===== src/rtl/mem_test_reporter_pkg.sv =====
`default_nettype none
// ============================================================================
// Module  : mem_test_reporter_pkg
// Purpose : Report codes, FSM states, ASCII constants and line-shape helpers.
// Revision: 1.0
// ============================================================================
package mem_test_reporter_pkg;

    typedef enum logic [1:0] {
        RPT_PASS     = 2'd0,
        RPT_FAIL     = 2'd1,
        RPT_PROGRESS = 2'd2,
        RPT_RESERVED = 2'd3
    } rpt_code_e;

    typedef enum logic [1:0] {
        ST_IDLE = 2'd0,
        ST_SEND = 2'd1,
        ST_BUSY = 2'd2
    } state_e;

    localparam logic [7:0] c_ascii_cr    = 8'h0D;
    localparam logic [7:0] c_ascii_lf    = 8'h0A;
    localparam logic [7:0] c_ascii_sp    = 8'h20;
    localparam logic [7:0] c_ascii_p     = 8'h50;
    localparam logic [7:0] c_ascii_f     = 8'h46;
    localparam logic [7:0] c_ascii_r     = 8'h52;
    localparam logic [7:0] c_ascii_q     = 8'h3F;
    localparam logic [7:0] c_ascii_0     = 8'h30;
    localparam logic [7:0] c_ascii_a     = 8'h41;

    localparam int c_len_data_crlf  = 28;
    localparam int c_len_data_lf    = 27;
    localparam int c_len_short_crlf = 10;
    localparam int c_len_short_lf   = 9;

    function automatic logic is_data_line(input rpt_code_e code);
        return (code == RPT_PASS) || (code == RPT_FAIL);
    endfunction

    function automatic logic [4:0] line_last_idx(input rpt_code_e code, input logic crlf);
        if (is_data_line(code)) begin
            return crlf ? 5'(c_len_data_crlf - 1) : 5'(c_len_data_lf - 1);
        end
        return crlf ? 5'(c_len_short_crlf - 1) : 5'(c_len_short_lf - 1);
    endfunction

    function automatic logic [7:0] code_letter(input rpt_code_e code);
        case (code)
            RPT_PASS:     return c_ascii_p;
            RPT_FAIL:     return c_ascii_f;
            RPT_PROGRESS: return c_ascii_r;
            default:      return c_ascii_q;
        endcase
    endfunction

endpackage
`default_nettype wire


===== src/rtl/mem_test_reporter_if.sv =====
`default_nettype none
// ============================================================================
// Module  : mem_test_reporter_if
// Purpose : Result-event handshake from the sequencer plus the UART tx port.
// Revision: 1.0
// ============================================================================
interface mem_test_reporter_if #(
    parameter int ADDR_W = 23
);
    logic              report_valid;
    logic              report_ready;
    logic [1:0]        report_code;
    logic [ADDR_W-1:0] report_addr;
    logic [31:0]       report_expected;
    logic [31:0]       report_actual;
    logic [7:0]        tx_byte;
    logic              tx_en;
    logic              tx_ready;

    modport master (
        output report_valid, report_code, report_addr, report_expected, report_actual,
        input  report_ready,
        input  tx_byte, tx_en,
        output tx_ready
    );

    modport slave (
        input  report_valid, report_code, report_addr, report_expected, report_actual,
        output report_ready,
        output tx_byte, tx_en,
        input  tx_ready
    );
endinterface
`default_nettype wire


===== src/rtl/mem_test_reporter_nibble_to_ascii.sv =====
`default_nettype none
// ============================================================================
// Module  : nibble_to_ascii
// Purpose : One hex nibble to its uppercase ASCII digit.
// Revision: 1.0
// ============================================================================
module nibble_to_ascii
    import mem_test_reporter_pkg::*;
(
    input  logic [3:0] nibble,
    output logic [7:0] ascii
);
    always_comb begin
        if (nibble < 4'd10) begin
            ascii = c_ascii_0 + {4'h0, nibble};
        end else begin
            ascii = c_ascii_a + {4'h0, nibble} - 8'd10;
        end
    end
endmodule
`default_nettype wire


===== src/rtl/mem_test_reporter.sv =====
`default_nettype none
// ============================================================================
// Module  : mem_test_reporter
// Purpose : Formats memory-test result events as ASCII lines for the UART.
// Revision: 1.0
// ============================================================================
module mem_test_reporter
    import mem_test_reporter_pkg::*;
#(
    parameter int ADDR_W   = 23,
    parameter bit EOL_CRLF = 1'b1
) (
    input  logic                 clk,
    input  logic                 rst,
    mem_test_reporter_if.slave   rpt,
    output logic                 busy,
    output logic [7:0]           drop_count
);

    state_e      r_state;
    rpt_code_e   r_code;
    logic [23:0] r_addr;
    logic [31:0] r_expected;
    logic [31:0] r_actual;
    logic [4:0]  r_idx;
    logic        r_ready;
    logic        r_tx_en;
    logic [7:0]  r_tx_byte;
    logic [7:0]  r_drop;

    logic [23:0] w_addr_ext;
    logic [2:0]  w_nsel;
    logic [3:0]  w_nibble;
    logic [7:0]  w_hex;
    logic [7:0]  w_eol_first;
    logic [7:0]  w_byte;
    logic [4:0]  w_last_idx;

    always_comb begin
        w_addr_ext = '0;
        w_addr_ext[ADDR_W-1:0] = rpt.report_addr;
    end

    // Digit fields: addr at 2..7, expected at 9..16, actual at 18..25, MS nibble first.
    always_comb begin
        w_nsel   = 3'd0;
        w_nibble = 4'h0;
        if (r_idx >= 5'd2 && r_idx <= 5'd7) begin
            w_nsel   = 3'(5'd7 - r_idx);
            w_nibble = r_addr[{w_nsel, 2'b00} +: 4];
        end else if (r_idx >= 5'd9 && r_idx <= 5'd16) begin
            w_nsel   = 3'(5'd16 - r_idx);
            w_nibble = r_expected[{w_nsel, 2'b00} +: 4];
        end else if (r_idx >= 5'd18 && r_idx <= 5'd25) begin
            w_nsel   = 3'(5'd25 - r_idx);
            w_nibble = r_actual[{w_nsel, 2'b00} +: 4];
        end
    end

    nibble_to_ascii u_nibble_to_ascii (
        .nibble (w_nibble),
        .ascii  (w_hex)
    );

    always_comb begin
        w_eol_first = EOL_CRLF ? c_ascii_cr : c_ascii_lf;
        w_last_idx  = line_last_idx(r_code, EOL_CRLF);
        w_byte      = w_hex;
        if (is_data_line(r_code)) begin
            case (r_idx)
                5'd0:                w_byte = code_letter(r_code);
                5'd1, 5'd8, 5'd17:   w_byte = c_ascii_sp;
                5'd26:               w_byte = w_eol_first;
                5'd27:               w_byte = c_ascii_lf;
                default:             w_byte = w_hex;
            endcase
        end else begin
            case (r_idx)
                5'd0:    w_byte = code_letter(r_code);
                5'd1:    w_byte = c_ascii_sp;
                5'd8:    w_byte = w_eol_first;
                5'd9:    w_byte = c_ascii_lf;
                default: w_byte = w_hex;
            endcase
        end
    end

    always_ff @(posedge clk or negedge rst) begin
        if (!rst) begin
            r_state    <= ST_IDLE;
            r_code     <= RPT_PASS;
            r_addr     <= '0;
            r_expected <= '0;
            r_actual   <= '0;
            r_idx      <= '0;
            r_ready    <= 1'b0;
            r_tx_en    <= 1'b0;
            r_tx_byte  <= 8'h00;
            r_drop     <= 8'h00;
        end else begin
            r_tx_en <= 1'b0;
            if (rpt.report_valid && !r_ready && r_drop != 8'hFF) begin
                r_drop <= r_drop + 8'd1;
            end
            case (r_state)
                ST_IDLE: begin
                    r_ready <= 1'b1;
                    if (rpt.report_valid && r_ready) begin
                        r_code     <= rpt_code_e'(rpt.report_code);
                        r_addr     <= w_addr_ext;
                        r_expected <= rpt.report_expected;
                        r_actual   <= rpt.report_actual;
                        r_idx      <= '0;
                        r_ready    <= 1'b0;
                        r_state    <= ST_SEND;
                    end
                end
                ST_SEND: begin
                    if (rpt.tx_ready) begin
                        r_tx_byte <= w_byte;
                        r_tx_en   <= 1'b1;
                        r_state   <= ST_BUSY;
                    end
                end
                ST_BUSY: begin
                    // The UART dropping tx_ready is the acknowledgement of the byte.
                    if (!rpt.tx_ready) begin
                        if (r_idx == w_last_idx) begin
                            r_ready <= 1'b1;
                            r_state <= ST_IDLE;
                        end else begin
                            r_idx   <= r_idx + 5'd1;
                            r_state <= ST_SEND;
                        end
                    end
                end
                default: r_state <= ST_IDLE;
            endcase
        end
    end

    assign rpt.report_ready = r_ready;
    assign rpt.tx_byte      = r_tx_byte;
    assign rpt.tx_en        = r_tx_en;
    assign busy             = (r_state != ST_IDLE);
    assign drop_count       = r_drop;

endmodule
`default_nettype wire


===== src/flat_wrapper.sv =====
// flat-port wrapper written by rule: the top's interface ports become plain ports
module mem_test_reporter_flat import mem_test_reporter_pkg::*;
#(
    parameter int ADDR_W   = 23,
    parameter bit EOL_CRLF = 1'b1
)
  (clk, rst, busy, drop_count, rpt_report_valid, rpt_report_code, rpt_report_addr, rpt_report_expected, rpt_report_actual, rpt_report_ready, rpt_tx_byte, rpt_tx_en, rpt_tx_ready);
  mem_test_reporter_if #(.ADDR_W(ADDR_W)) rpt_i ();
  input  logic clk;
  input  logic rst;
  output logic busy;
  output logic [7:0] drop_count;
  input wire logic [$bits(rpt_i.report_valid)-1:0] rpt_report_valid;
  input wire logic [$bits(rpt_i.report_code)-1:0] rpt_report_code;
  input wire logic [$bits(rpt_i.report_addr)-1:0] rpt_report_addr;
  input wire logic [$bits(rpt_i.report_expected)-1:0] rpt_report_expected;
  input wire logic [$bits(rpt_i.report_actual)-1:0] rpt_report_actual;
  output wire logic [$bits(rpt_i.report_ready)-1:0] rpt_report_ready;
  output wire logic [$bits(rpt_i.tx_byte)-1:0] rpt_tx_byte;
  output wire logic [$bits(rpt_i.tx_en)-1:0] rpt_tx_en;
  input wire logic [$bits(rpt_i.tx_ready)-1:0] rpt_tx_ready;
  assign rpt_i.report_valid = rpt_report_valid;
  assign rpt_i.report_code = rpt_report_code;
  assign rpt_i.report_addr = rpt_report_addr;
  assign rpt_i.report_expected = rpt_report_expected;
  assign rpt_i.report_actual = rpt_report_actual;
  assign rpt_report_ready = rpt_i.report_ready;
  assign rpt_tx_byte = rpt_i.tx_byte;
  assign rpt_tx_en = rpt_i.tx_en;
  assign rpt_i.tx_ready = rpt_tx_ready;
  mem_test_reporter #(.ADDR_W(ADDR_W), .EOL_CRLF(EOL_CRLF)) u_core (.clk(clk), .rst(rst), .rpt(rpt_i), .busy(busy), .drop_count(drop_count));
endmodule

===== config.mk =====
export PLATFORM = sky130hd
export DESIGN_NAME = mem_test_reporter_flat
export DESIGN_NICKNAME = d
export VERILOG_FILES = /design/src/rtl/mem_test_reporter_pkg.sv /design/src/rtl/mem_test_reporter_if.sv /design/src/rtl/mem_test_reporter_nibble_to_ascii.sv /design/src/rtl/mem_test_reporter.sv /design/src/flat_wrapper.sv
export SDC_FILE = /design/constraint.sdc
export NUM_CORES = 1
export LEC_CHECK = 0
export BUFFER_PORTS_ARGS = -buffer_cell sky130_fd_sc_hd__buf_2
export CAP_MARGIN = 20
export CELL_PAD_IN_SITES_DETAIL_PLACEMENT = 1
export CELL_PAD_IN_SITES_GLOBAL_PLACEMENT = 2
export CORE_UTILIZATION = 25
export DETAILED_ROUTE_END_ITERATION = 10
export GPL_TIMING_DRIVEN = 0
export PLACE_DENSITY_LB_ADDON = 0.1
export SYNTH_ARGS = -nofsm -noshare
export SYNTH_HDL_FRONTEND = slang
export SYNTH_SLANG_ARGS = --single-unit

===== constraint.sdc =====
create_clock -name clk -period 6.6 [get_ports clk]
set_input_delay 0.33 -clock clk [delete_from_list [all_inputs] [get_ports clk]]
set_output_delay 0.33 -clock clk [all_outputs]
set_load 0.02 [all_outputs]

==> flow_metrics.py, run 1 <==
metrics = {
    "global_route": {
        "first_global_vias": 4637,
        "grt-ovfl-total": 0,
        "grt_pass1_wl_microns": 26400,
        "grt_max_degree": 77,
        "grt_usage": 0.148,
        "antenna_found_initial": 1,
    },
    "worst_setup_path": {
        "critPathArrivalTime_ns": 4.14,
        "startpoint": "u_core.r_idx[1]",
        "cp_cell_sequence": "buf_6, buf_6, inv_1, ha_1, clkbuf_1, mux4_2, mux2i_1, o221ai_2, inv_1, ha_1, inv_1, nor4bb_1, a21oi_1, o22ai_1",
        "cp_common_cell": "inv_1",
        "cp_slowest_cell": "dfrtp_1",
        "cp_top_family": "buffers and inverters",
        "r2r-start": "u_core.r_idx[1]",
        "cp.required_ns": 6.93,
        "path_max_fanout": 10,
        "cp_num_buf_inv": 6,
        "rrSetupSlack_ns": 2.79,
        "worstSetupPathType": "register to register",
        "slowest_delay_ns": 0.57,
        "end_kind": "register",
        "critical_path.startpoint_type": "register",
    },
    "floorplan": {
        "start_util": 0.259,
        "die_h_microns": 153,
        "die_area_sq_um": 23500,
        "rows": 54,
        "coreArea_sq_um": 22100,
        "io_pins": 112,
        "dieWidth_microns": 153,
    },
    "place": {
        "hpwl_microns": 11800,
        "placed_cell_area_sq_um": 6650,
        "gp_congestion": 0.760,
        "numPortBuffers": 110,
    },
    "clock_tree": {
        "path_clk_slew_ns": 0.06,
        "post_cts_resized": 0,
        "numClockSinks": 113,
        "cts_tree": "yes",
        "cts_hold_buf": 1,
        "clockBufferDepth": 2,
        "clk-insertion-delay-late_ns": 0.42,
        "numCtsBuffers": 17,
        "htreeDepth": 4,
        "clockRootBuffer": "clkbuf_16",
        "postCtsSetupBuffers": 0,
    },
    "routing": {
        "drt_wl_total_microns": 16100,
        "first_pass_iters": 5,
        "drt-initial-drc-count": 105,
        "drc_errors": 0,
        "via_count": 4017,
        "antenna_left": 0,
        "wl_per_cell_microns": 18.5,
        "via_per_inst": 4.63,
    },
    "layout": {
        "regArea_sq_um": 2830,
        "num-nets-final": 677,
        "mostFrequentLayoutCells": "buf_2, dfrtp_1, mux2_2, nand2_1, nor2_1",
        "layout_commonest_cell": "buf_2",
        "post-route-cell-area_sq_um": 7240,
        "drive_gt1_frac": 0.474,
        "multi_input_area_sq_um": 2700,
        "nFillCells": 2409,
        "area_growth_pct": 26.5,
    },
    "power_and_ir_drop": {
        "comb_power_share": 0.368,
        "switching_share": 0.340,
        "irDropWorstVdd_uv": 163,
        "internal-power_mw": 2.20,
        "clkPwrFrac": 0.268,
        "leakagePower_nw": 3.12,
        "power.switching_mw": 1.14,
        "seqPwrFrac": 0.364,
        "power_density_nw_per_um2": 462,
    },
    "sta": {
        "clock_skew_ns": 0.00927,
        "min_period_over_period": 0.577,
        "period_needed_ns": 3.81,
        "hold_viol": 0,
        "fmax_ghz": 0.262,
        "worst_slew_pin_slew_ns": 0.919,
        "drv_slew": 0,
        "relSlewSlack": 0.388,
        "grt_setup_unrepaired": "false",
        "setup_viol": 0,
        "setup_tns_ns": 0,
    },
    "job": {
        "max_cap_viol_count": 0,
    },
    "min_path": {
        "hold_path_class": "input pin to register",
        "hold_start": "rpt_report_code[1]",
    },
    "logic_synthesis": {
        "synth-async-reset-ratio": 1.00,
        "synth_ff_type": "dfrtp_1",
        "syn_area_per_cell_sq_um": 12.9,
        "synthesis.nets": 546,
        "ys_ff_latch": 113,
        "yosys_warnings": 0,
        "synth_seq_area_share": 0.494,
        "netlist_instances": 443,
        "synthesis.area_sq_um": 5720,
        "synth_cell_type_count": 64,
        "synth-edff-count": 0,
    },
    "outcome": {
        "status": "complete, no violations",
    },
}
-- cell usage after synthesis (all sizes together) (2+ instances only) --
cell | count | area, sq um
and3 | 3 | 18.8
mux2i | 13 | 130
nand4 | 2 | 12.5
a21oi | 10 | 50.1
o22ai | 5 | 31.3
ha | 10 | 125
a221oi | 2 | 17.5
a311oi | 2 | 23.8
inv | 13 | 48.8
a31oi | 3 | 31.3
nand2 | 27 | 101
or2 | 2 | 12.5
xor2 | 3 | 33.8
o21ai | 20 | 108
nor3 | 2 | 10.0
nor2b | 5 | 31.3
o21bai | 2 | 15.0
mux2 | 95 | 1070
nand3 | 3 | 15.0
nand2b | 6 | 37.5
xnor2 | 6 | 52.6
o211ai | 4 | 30.0
or3 | 3 | 18.8
o221ai | 4 | 53.8
clkbuf | 11 | 42.5
dfrtp | 113 | 2830
mux4 | 17 | 398
buf | 13 | 101
nor2 | 23 | 88.8
-- cells by family after synthesis --
group,share of synthesized area
AO/OA/AOI/OAI,0.0875
XOR/XNOR,0.0151
adder cells (fa/ha/maj),0.0219
buffers and inverters,0.0337
flip-flops,0.494
multiplexers,0.279
other,0.000656
AND/OR/NAND/NOR,0.0674
-- final timing paths --
check / endpoint / depth (start not counted)
max in group asynchronous: u_core.r_actual[25] / 3
min in group asynchronous: u_core.drop_count[4] / 2
setup reg to reg: u_core.rpt.tx_byte[2] / 14
hold reg to reg: u_core.drop_count[6] / 1
hold / removal: u_core.r_code[1] / 3
setup / recovery: u_core.rpt.tx_byte[2] / 14
-- layer usage --
metal / global-route usage / part of all wire / up-vias / wire (microns)
li1: - / - / 1886 / -
met1: 0.192 / 0.47 / 2044 / 7530
met2: 0.242 / 0.48 / 72 / 7760
met3: 0.0343 / 0.036 / 15 / 576
met4: 0.0519 / 0.014 / 0 / 225
met5: 0 / 0 / - / 0
-- cell type report --
class	count	area share
plain buffers	24	0.0199
repair buffers	112	0.0821
multi-input cells	293	0.373
flip-flops and latches	113	0.391
well taps	280	0.0484
clock buffers	19	0.0612
inverters	13	0.00674
diodes	1	0.000346
clock inverters	13	0.0176
-- sequential cells by signal, summed over array words and instances (netlist names) --
register                 flops
u_core.drop_count            8
u_core.r_actual             32
u_core.r_addr               23
u_core.r_code                2
u_core.r_expected           32
u_core.r_idx                 5
u_core.r_state               2
u_core.rpt.report_ready      1
u_core.rpt.tx_byte           7
u_core.rpt.tx_en             1
-- worst register-to-register path, stage by stage, from the launching register on --
cell and delay [ns]:
dfrtp_1 0.57, buf_6 0.25, buf_6 0.20, inv_1 0.11
ha_1 0.28, clkbuf_1 0.47, mux4_2 0.42, mux2i_1 0.32
o221ai_2 0.22, inv_1 0.11, ha_1 0.17, inv_1 0.06
nor4bb_1 0.30, a21oi_1 0.10, o22ai_1 0.17
-- stage by stage --
stage | hold slack, ns | instances | utilization | power (mW) | worst slack [ns]
finish | 0.128 | 868 | 0.328 | 3.34 | 2.79
global route | 0.123 | 867 | 0.327 | 3.58 | 2.47
CTS | 0.106 | 867 | 0.327 | 3.41 | 2.71
detailed placement | 0.265 | 834 | 0.301 | 2.49 | 2.76
global placement | 0.472 | 833 | 0.300 | 2.45 | 2.81
floorplan | 0.0344 | 443 | - | 2.08 | 3.64
-- power groups by stage --
stage	sequential (mW)	combinational, mW	clock [mW]
2_1_floorplan	1.21	0.875	0
4_1_cts	1.22	1.26	0.928
3_5_place_dp	1.23	1.26	0
3_3_place_gp	1.21	1.23	0
6_report	1.21	1.23	0.895
5_1_grt	1.27	1.36	0.956
No activity file was read; power rests on OpenSTA's default activity.
==> run 2, diff against run 1 <==
==> constraint.sdc (replaced) <==
create_clock -name clk -period 3.78 [get_ports clk]
set_input_delay 0.189 -clock clk [delete_from_list [all_inputs] [get_ports clk]]
set_output_delay 0.189 -clock clk [all_outputs]
set_load 0.02 [all_outputs]
==> run 2 against run 1 <==
Wire length increased by 2.6%. Clock power up 74%. Non-clock buffer count grew 54. Maximum frequency grew 9.1%. Core utilization rose by 2.5 points. Cell area increased by 7.6%. Global-route usage increased by 0.38 points. Via count increased by 5.5%. Die area did not move.
==> flow_metrics.py, run 2 (same netlist as run 1, synthesis figures left out) <==
metrics = {
    "worst_setup_path": {
        "slowest_delay_ns": 0.35,
        "cp.required_ns": 4.11,
        "cp_slowest_cell": "dfrtp_1",
        "worstSetupPathType": "register to register",
        "cp_top_family": "buffers and inverters",
        "critical_path.startpoint_type": "register",
        "cp_cell_sequence": "buf_2, clkbuf_4, inv_1, ha_1, buf_2, mux4_2, mux2_1, o211ai_1, a31o_4, ha_1, inv_1, nor4bb_1, a21oi_1, o22ai_1",
        "cp_num_buf_inv": 5,
        "end_kind": "register",
        "path_max_fanout": 10,
        "critPathArrivalTime_ns": 3.83,
    },
    "floorplan": {
        "start_util": 0.259,
        "rows": 54,
        "die_h_microns": 153,
        "die_area_sq_um": 23500,
        "coreArea_sq_um": 22100,
        "dieWidth_microns": 153,
        "io_pins": 112,
    },
    "routing": {
        "via_per_inst": 4.60,
        "drt_wl_total_microns": 16500,
        "drc_errors": 0,
        "wl_per_cell_microns": 17.9,
        "drt-initial-drc-count": 122,
        "antenna_left": 0,
        "via_count": 4238,
        "first_pass_iters": 5,
    },
    "layout": {
        "post-route-cell-area_sq_um": 7790,
        "nFillCells": 2395,
        "fin_cells": 921,
        "drive_gt1_frac": 0.437,
        "reg_top3": "u_core.r_actual x32, u_core.r_expected x32, u_core.r_addr x23",
        "area_growth_pct": 36.2,
        "fin_util": 0.352,
        "mostFrequentLayoutCells": "buf_2, dfrtp_1, mux2_2, dlygate4sd3_1, nand2_1",
        "layout_commonest_cell": "buf_2",
        "diodes": 0,
        "num-nets-final": 731,
    },
    "clock_tree": {
        "numCtsBuffers": 17,
        "cts_tree": "yes",
        "numClockSinks": 113,
        "clockRootBuffer": "clkbuf_16",
        "clockBufferDepth": 2,
        "clk-insertion-delay-late_ns": 0.42,
        "htreeDepth": 4,
        "path_clk_slew_ns": 0.06,
    },
    "sta": {
        "clock_skew_ns": 0.0102,
        "period_needed_ns": 3.49,
        "relSlewSlack": 0.386,
        "setup_viol": 0,
        "setup_tns_ns": 0,
        "fmax_ghz": 0.286,
        "setup_ws_ns": 0.287,
        "hold_viol": 0,
        "min_period_over_period": 0.924,
        "worst_slew_pin_slew_ns": 0.920,
        "drv_slew": 0,
        "whs_ns": 0.0138,
    },
    "global_route": {
        "grt-ovfl-total": 0,
        "grt_usage": 0.152,
        "antenna_found_initial": 0,
        "grt_pass1_wl_microns": 27200,
        "first_global_vias": 4874,
        "grt_max_degree": 77,
    },
    "power_and_ir_drop": {
        "leakagePower_nw": 3.35,
        "power_mw": 5.88,
        "switching_share": 0.339,
        "internal-power_mw": 3.89,
        "irDropWorstVdd_uv": 285,
        "power.switching_mw": 1.99,
        "power_density_nw_per_um2": 755,
        "seqPwrFrac": 0.361,
        "clkPwrFrac": 0.266,
        "comb_power_share": 0.374,
    },
    "outcome": {
        "status": "complete, no violations",
    },
    "place": {
        "placed_cells": 834,
        "dp_slack_ns": -0.0557,
        "placed_cell_area_sq_um": 6650,
        "hpwl_microns": 11800,
        "numPortBuffers": 110,
        "gp_congestion": 0.760,
    },
    "job": {
        "max_cap_viol_count": 0,
    },
    "min_path": {
        "hold_path_class": "input pin to register",
    },
}
-- run 2: final timing paths --
path	cells past startpoint	from	endpoint	slack, ns
setup / recovery	14	u_core.r_idx[2]	u_core.rpt.tx_byte[2]	0.29
hold / removal	2	rpt_report_addr[13]	u_core.r_addr[13]	0.01
hold reg to reg	1	u_core.drop_count[6]	u_core.drop_count[6]	0.49
min in group asynchronous	2	rst	u_core.drop_count[4]	0.25
max in group asynchronous	3	rst	u_core.r_actual[25]	2.81
setup reg to reg	14	u_core.r_idx[2]	u_core.rpt.tx_byte[2]	0.29
-- run 2: power groups by stage --
stage                     sequential (mW)  combinational, mW  clock (mW)
after floorplan                      2.11               1.53           0
after global placement               2.12               2.15           0
after detailed placement             2.15               2.20           0
after CTS                            2.13               2.25        1.62
after global routing                 2.21               2.43        1.67
final                                2.12               2.20        1.56
-- run 2: worst register-to-register path, cell delays in order, from the launching register on --
cell and delay [ns]:
dfrtp_1 0.35, buf_2 0.24, clkbuf_4 0.26, inv_1 0.16, ha_1 0.31, buf_2 0.24
mux4_2 0.35, mux2_1 0.35, o211ai_1 0.16, a31o_4 0.22, ha_1 0.17, inv_1 0.06
nor4bb_1 0.30, a21oi_1 0.10, o22ai_1 0.17
-- run 2: what timing repair did --
action | in CTS | in global routing
setup buffers | 0 | 0
gates resized for setup | 0 | 4
endpoints found under the setup margin | 3 | 2
hold endpoints to repair | 91 | 1
hold buffers | 55 | 1
gates cloned | 0 | 0
-- run 2: area by class of cell --
class | count | area (sq um) | area share
inverters | 13 | 48.8 | 0.00627
multi-input cells | 293 | 2700 | 0.347
clock inverters | 13 | 128 | 0.0164
flip-flops and latches | 113 | 2830 | 0.363
well taps | 280 | 350 | 0.0450
clock buffers | 19 | 443 | 0.0569
repair buffers | 167 | 1140 | 0.147
plain buffers | 23 | 143 | 0.0183
-- run 2: per-layer routing --
metal / routed length (microns) / GRT usage / part of all wire / up-vias
met4: 214 / 0.0519 / 0.013 / 0
met2: 8120 / 0.252 / 0.49 / 76
met3: 464 / 0.0301 / 0.028 / 14
met1: 7710 / 0.198 / 0.47 / 2162
li1: - / - / - / 1986
met5: 0 / 0 / 0 / -
